===== src/rtl/bcd_countdown_timer_if.sv =====
// bcd_countdown_timer_if: keypad/timer-input signals and MM:SS display outputs
interface bcd_countdown_timer_if;
  logic [3:0] D;
  logic       loadn;
  logic       pgt_1Hz;
  logic       enablen;
  logic       clearn;
  logic [3:0] sec_ones;
  logic [3:0] sec_tens;
  logic [3:0] min_ones;
  logic [3:0] min_tens;
  logic       zero;
  logic       done;
  modport master (
    output D, loadn, pgt_1Hz, enablen, clearn,
    input  sec_ones, sec_tens, min_ones, min_tens, zero, done
  );
  modport slave (
    input  D, loadn, pgt_1Hz, enablen, clearn,
    output sec_ones, sec_tens, min_ones, min_tens, zero, done
  );
endinterface


===== src/rtl/bcd_countdown_timer.sv =====
// bcd_countdown_timer: MM:SS digit entry register and BCD countdown with done flag
module bcd_countdown_timer #(
  parameter logic [3:0] SEC_RELOAD_TENS = 4'd5,
  parameter logic [3:0] SEC_RELOAD_ONES = 4'd9,
  parameter logic [3:0] MAX_DIGIT       = 4'd9
) (
  input logic clk,
  input logic reset,
  bcd_countdown_timer_if.slave bus
);
  logic [3:0] so, st, mo, mt;
  logic [3:0] so_n, st_n, mo_n, mt_n;
  logic       pgt_q, zero, done, done_n, tick, key_ok, all_zero;
  assign tick     = bus.pgt_1Hz & ~pgt_q;
  assign key_ok   = ~bus.loadn && (bus.D <= MAX_DIGIT);
  assign all_zero = {mt, mo, st, so} == 16'h0;
  // next-state digits: clear beats tick; tick shifts a key in or decrements one second
  always_comb begin
    so_n = so;
    st_n = st;
    mo_n = mo;
    mt_n = mt;
    done_n = 1'b0;
    if (!bus.clearn) begin
      so_n = 4'd0;
      st_n = 4'd0;
      mo_n = 4'd0;
      mt_n = 4'd0;
    end else if (tick && bus.enablen && key_ok) begin
      mt_n = mo;
      mo_n = st;
      st_n = so;
      so_n = bus.D;
    end else if (tick && !bus.enablen && !all_zero) begin
      if (so != 4'd0) begin
        so_n = so - 4'd1;
      end else if (st != 4'd0) begin
        so_n = 4'd9;
        st_n = st - 4'd1;
      end else begin
        st_n = SEC_RELOAD_TENS;
        so_n = SEC_RELOAD_ONES;
        mo_n = (mo != 4'd0) ? mo - 4'd1 : 4'd9;
        mt_n = (mo != 4'd0) ? mt : mt - 4'd1;
      end
      done_n = {mt_n, mo_n, st_n, so_n} == 16'h0;
    end
  end
  // state registers; zero tracks the digits being loaded so it is never a cycle stale
  always_ff @(posedge clk) begin
    if (reset) begin
      so    <= 4'd0;
      st    <= 4'd0;
      mo    <= 4'd0;
      mt    <= 4'd0;
      zero  <= 1'b1;
      done  <= 1'b0;
      pgt_q <= 1'b0;
    end else begin
      so    <= so_n;
      st    <= st_n;
      mo    <= mo_n;
      mt    <= mt_n;
      zero  <= {mt_n, mo_n, st_n, so_n} == 16'h0;
      done  <= done_n;
      pgt_q <= bus.pgt_1Hz;
    end
  end
  assign bus.sec_ones = so;
  assign bus.sec_tens = st;
  assign bus.min_ones = mo;
  assign bus.min_tens = mt;
  assign bus.zero     = zero;
  assign bus.done     = done;
endmodule


===== src/flat_wrapper.sv =====
// flat-port wrapper written by rule: the top's interface ports become plain ports
module bcd_countdown_timer_flat 
#(
  parameter logic [3:0] SEC_RELOAD_TENS = 4'd5,
  parameter logic [3:0] SEC_RELOAD_ONES = 4'd9,
  parameter logic [3:0] MAX_DIGIT       = 4'd9
)
  (clk, reset, bus_D, bus_loadn, bus_pgt_1Hz, bus_enablen, bus_clearn, bus_sec_ones, bus_sec_tens, bus_min_ones, bus_min_tens, bus_zero, bus_done);
  bcd_countdown_timer_if bus_i ();
  input logic clk;
  input logic reset;
  input wire logic [$bits(bus_i.D)-1:0] bus_D;
  input wire logic [$bits(bus_i.loadn)-1:0] bus_loadn;
  input wire logic [$bits(bus_i.pgt_1Hz)-1:0] bus_pgt_1Hz;
  input wire logic [$bits(bus_i.enablen)-1:0] bus_enablen;
  input wire logic [$bits(bus_i.clearn)-1:0] bus_clearn;
  output wire logic [$bits(bus_i.sec_ones)-1:0] bus_sec_ones;
  output wire logic [$bits(bus_i.sec_tens)-1:0] bus_sec_tens;
  output wire logic [$bits(bus_i.min_ones)-1:0] bus_min_ones;
  output wire logic [$bits(bus_i.min_tens)-1:0] bus_min_tens;
  output wire logic [$bits(bus_i.zero)-1:0] bus_zero;
  output wire logic [$bits(bus_i.done)-1:0] bus_done;
  assign bus_i.D = bus_D;
  assign bus_i.loadn = bus_loadn;
  assign bus_i.pgt_1Hz = bus_pgt_1Hz;
  assign bus_i.enablen = bus_enablen;
  assign bus_i.clearn = bus_clearn;
  assign bus_sec_ones = bus_i.sec_ones;
  assign bus_sec_tens = bus_i.sec_tens;
  assign bus_min_ones = bus_i.min_ones;
  assign bus_min_tens = bus_i.min_tens;
  assign bus_zero = bus_i.zero;
  assign bus_done = bus_i.done;
  bcd_countdown_timer #(.SEC_RELOAD_TENS(SEC_RELOAD_TENS), .SEC_RELOAD_ONES(SEC_RELOAD_ONES), .MAX_DIGIT(MAX_DIGIT)) u_core (.clk(clk), .reset(reset), .bus(bus_i));
endmodule

===== config.mk =====
export PLATFORM = sky130hd
export DESIGN_NAME = bcd_countdown_timer_flat
export DESIGN_NICKNAME = d
export VERILOG_FILES = /design/src/rtl/bcd_countdown_timer_if.sv /design/src/rtl/bcd_countdown_timer.sv /design/src/flat_wrapper.sv
export SDC_FILE = /design/constraint.sdc
export NUM_CORES = 1
export LEC_CHECK = 0
export ABC_CLOCK_PERIOD_IN_PS = 6000
export BUFFER_PORTS_ARGS = -buffer_cell sky130_fd_sc_hd__buf_2
export CAP_MARGIN = 25
export CORE_ASPECT_RATIO = 1.5
export CORE_MARGIN = 2
export CORE_UTILIZATION = 35
export DETAILED_ROUTE_END_ITERATION = 10
export PLACE_DENSITY = 0.66
export REMOVE_ABC_BUFFERS = 1
export SETUP_SLACK_MARGIN = 0.15
export SKIP_CTS_REPAIR_TIMING = 1
export SYNTH_ARGS = -nofsm -noshare
export SYNTH_HDL_FRONTEND = slang
export SYNTH_SLANG_ARGS = --single-unit

===== constraint.sdc =====
create_clock -name clk -period 6 [get_ports clk]
set_input_delay 0 -clock clk [delete_from_list [all_inputs] [get_ports clk]]
set_output_delay 0 -clock clk [all_outputs]
set_load 0.01 [all_outputs]

==> metrics.csv <==
stage;metric;value;unit
status;status;finished with violations;
status;violations;hold timing;
synth;synthCells;183;
synth;ys_ff_latch;19;
timing;post-route-min-period;2.92;ns
timing;slew_headroom;47.9;%
worst_setup_path;cp.arrival;3.09;ns
clocking;root_buffer;clkbuf_8;
pwr;ir_worst_vdd;0.114;mV
drt;wl_met2;2430;um
drt;route.met3.wl;246;um
synth;async_reset_ff_share;0;%
synth;seq_area_frac_synth;25.0;%
clocking;h-tree-depth;1;
synth;ys_types;57;
global_route;grt_pass1_vias;1590;
clocking;clk-insertion-delay-late;0.27;ns
floorplanning;die_h;84.8;um
floorplanning;rows;29;
timing;maxSlewViolCount;0;
drt;wire_per_inst;19.1;um
pwr;p_per_area;176;nW/um2
drt;via_per_inst;6.54;
synth;yosysTopAreaCellShare;25.0;%
floorplanning;ioPinCount;28;
clocking;clk_pin_slew_worst_paths;0.08;ns
pwr;clkPwrFrac;31.3;%
synth;postSynthAreaPerCell;8.33;um2
drt;drt_iter0_drc;75;
synth;synthTopCellsByCount;nor2_1, dfxtp_1, inv_1;
finish;antenna_cells;0;
worst_hold_path;holdPathStages;2;
global_route;grt_pass1_wl;7710;um
worst_setup_path;reg2reg_depth;8;
timing;final.setup.worst_slack;3.08;ns
pwr;p_seq_share;44.7;%
placement;dp_hpwl;3630;um
timing;finalCritPeriodShare;48.6;%
timing;fin_setup_tns;0;ns
clocking;cts_buffer_depth;2;
global_route;grt_max_degree;24;
drt;top_layer_used;met4;
pwr;switching_share;32.5;%
worst_setup_path;rrSetupSlack;3.08;ns
worst_hold_path;hold_class;primary input to flip-flop;
floorplanning;start_util;36.2;%
synth;netlist_area;1520;um2
pwr;cellLeakagePower;0.000680;uW
placement;numPortBuffers;27;
global_route;grt_antenna_before_repair;0;
drt;routed-via-count;1642;
timing;fin_hold_ws;-0.0202;ns
timing;skew;0.000871;ns
pwr;power_frac_comb;24.0;%
pwr;intPower;204;uW
timing;setup_viol;0;
floorplanning;core;4210;um2
global_route;overflow;0;
timing;worst_pin_slew;0.778;ns
placement;gp_congestion;0.941;
clocking;cts_tree;done;
worst_setup_path;worstSetupPathType;flip-flop to flip-flop;
pwr;switchingPower;98.0;uW
drt;firstDrtPassIters;4;
flow_run;drv_cap;0;
synth;synth_top_cell_by_area;dfxtp_1;
worst_setup_path;cp.required;6.18;ns
synth;yosys-top-cells-area;dfxtp_1, nor2_1, ha_1;
global_route;track_usage;20.4;%
synth;ys.flop_type;dfxtp_1;
finish;final_layout_size_suffix_gt1_share;24.4;%
drt;drtAntennaViolNets;0;
worst_setup_path;start_kind;flip-flop;
drt;wirelength;4790;um
clocking;clkSinkCount;19;
finish;num-nets-final;220;
floorplanning;fp.dieArea;4910;um2
synth;ys_warn_count;0;
timing;fmax;343;MHz
timing;rsz0062_at_grt;false;
timing;finalHoldViolCount;2;
clocking;cts_buffers;3;
synth;synth_edf_count;0;
finish;area_growth;12.5;%
floorplanning;die_x;57.9;um
placement;place_ws;3.15;ns
drt;drc;0;
synth;synth.most_common_cell;nor2_1;
drt;wl_met1;1860;um
worst_setup_path;worstSetupEndpointType;flip-flop;
worst_setup_path;crit_fanout;7;
-- logic make-up (layout without fill, tap and decap cells) --
logic type	after synthesis	after routing	synth area share, %
AO/OA/AOI/OAI	58	58	31.9
adder cells (fa/ha/maj)	4	4	3.28
buffers and inverters	23	45	7.31
flip-flops	19	19	25.0
multiplexers	2	2	1.31
AND/OR/NAND/NOR	77	77	31.3
-- cell usage in the layout, fill, tap and decap left out, types with 5 or more instances in the layout --
cell      n
o21ai_0   9
buf_2    27
a31oi_1   5
and2_1    6
inv_1    12
nand2_1   7
dfxtp_1  19
nor2_1   21
nand4_1   5
nor3_1    5
-- sequential cells by signal, indices dropped and copies added (netlist names) --
name                 cells
u_core.bus.done          1
u_core.bus.min_ones      4
u_core.bus.min_tens      4
u_core.bus.sec_ones      4
u_core.bus.sec_tens      4
u_core.bus.zero          1
u_core.pgt_q             1
-- layout make-up --
class | count | area, um2
fillers | 446 | 2490
multi-input cells | 141 | 1030
flip-flops and latches | 19 | 380
repair buffers | 29 | 153
well taps | 46 | 57.6
inverters | 12 | 45.0
clock buffers | 3 | 41.3
clock inverters | 1 | 5.00
-- worst max-delay path: stages, from the launching register on --
cell	delay [ns]
dfxtp_1	0.36
inv_1	0.12
ha_1	0.25
or3b_1	0.56
o311ai_2	0.45
o311ai_1	0.13
o211ai_1	0.20
or4b_1	0.49
o41ai_2	0.27
-- through the flow --
| stage | util [%] | area, um2 | cells | hold WS (ns) | total power (uW) |
|---|---|---|---|---|---|
| floorplan | - | 1460 | 172 | 0.0716 | 185 |
| global placement | 39.4 | 1660 | 246 | 0.253 | 208 |
| detailed placement | 39.4 | 1660 | 246 | 0.252 | 208 |
| CTS | 40.5 | 1700 | 250 | -0.0246 | 299 |
| global route | 40.7 | 1710 | 251 | 0.0140 | 314 |
| finish | 40.7 | 1710 | 251 | -0.0202 | 302 |
-- routing by layer --
layer,vias up,GRT usage (%)
met5,-,0
met1,782,24.1
met4,0,12.9
met3,18,1.52
li1,766,-
met2,76,34.9
-- power groups by stage --
stage / Combinational [uW] / Sequential (uW) / Clock, uW
floorplan: 46.7 / 138 / 0
global placement: 70.5 / 138 / 0
detailed placement: 70.5 / 138 / 0
CTS: 70.6 / 135 / 93.9
global route: 78.1 / 136 / 100
finish: 72.3 / 135 / 94.4
-- final timing paths --
kind	startpoint	endpoint
setup / recovery	u_core.bus.sec_tens[0]	u_core.bus.zero
hold / removal	bus_pgt_1Hz	u_core.pgt_q
setup reg to reg	u_core.bus.sec_tens[0]	u_core.bus.zero
hold reg to reg	u_core.bus.min_ones[0]	u_core.bus.min_tens[0]
(Power assumes the default switching activity.)
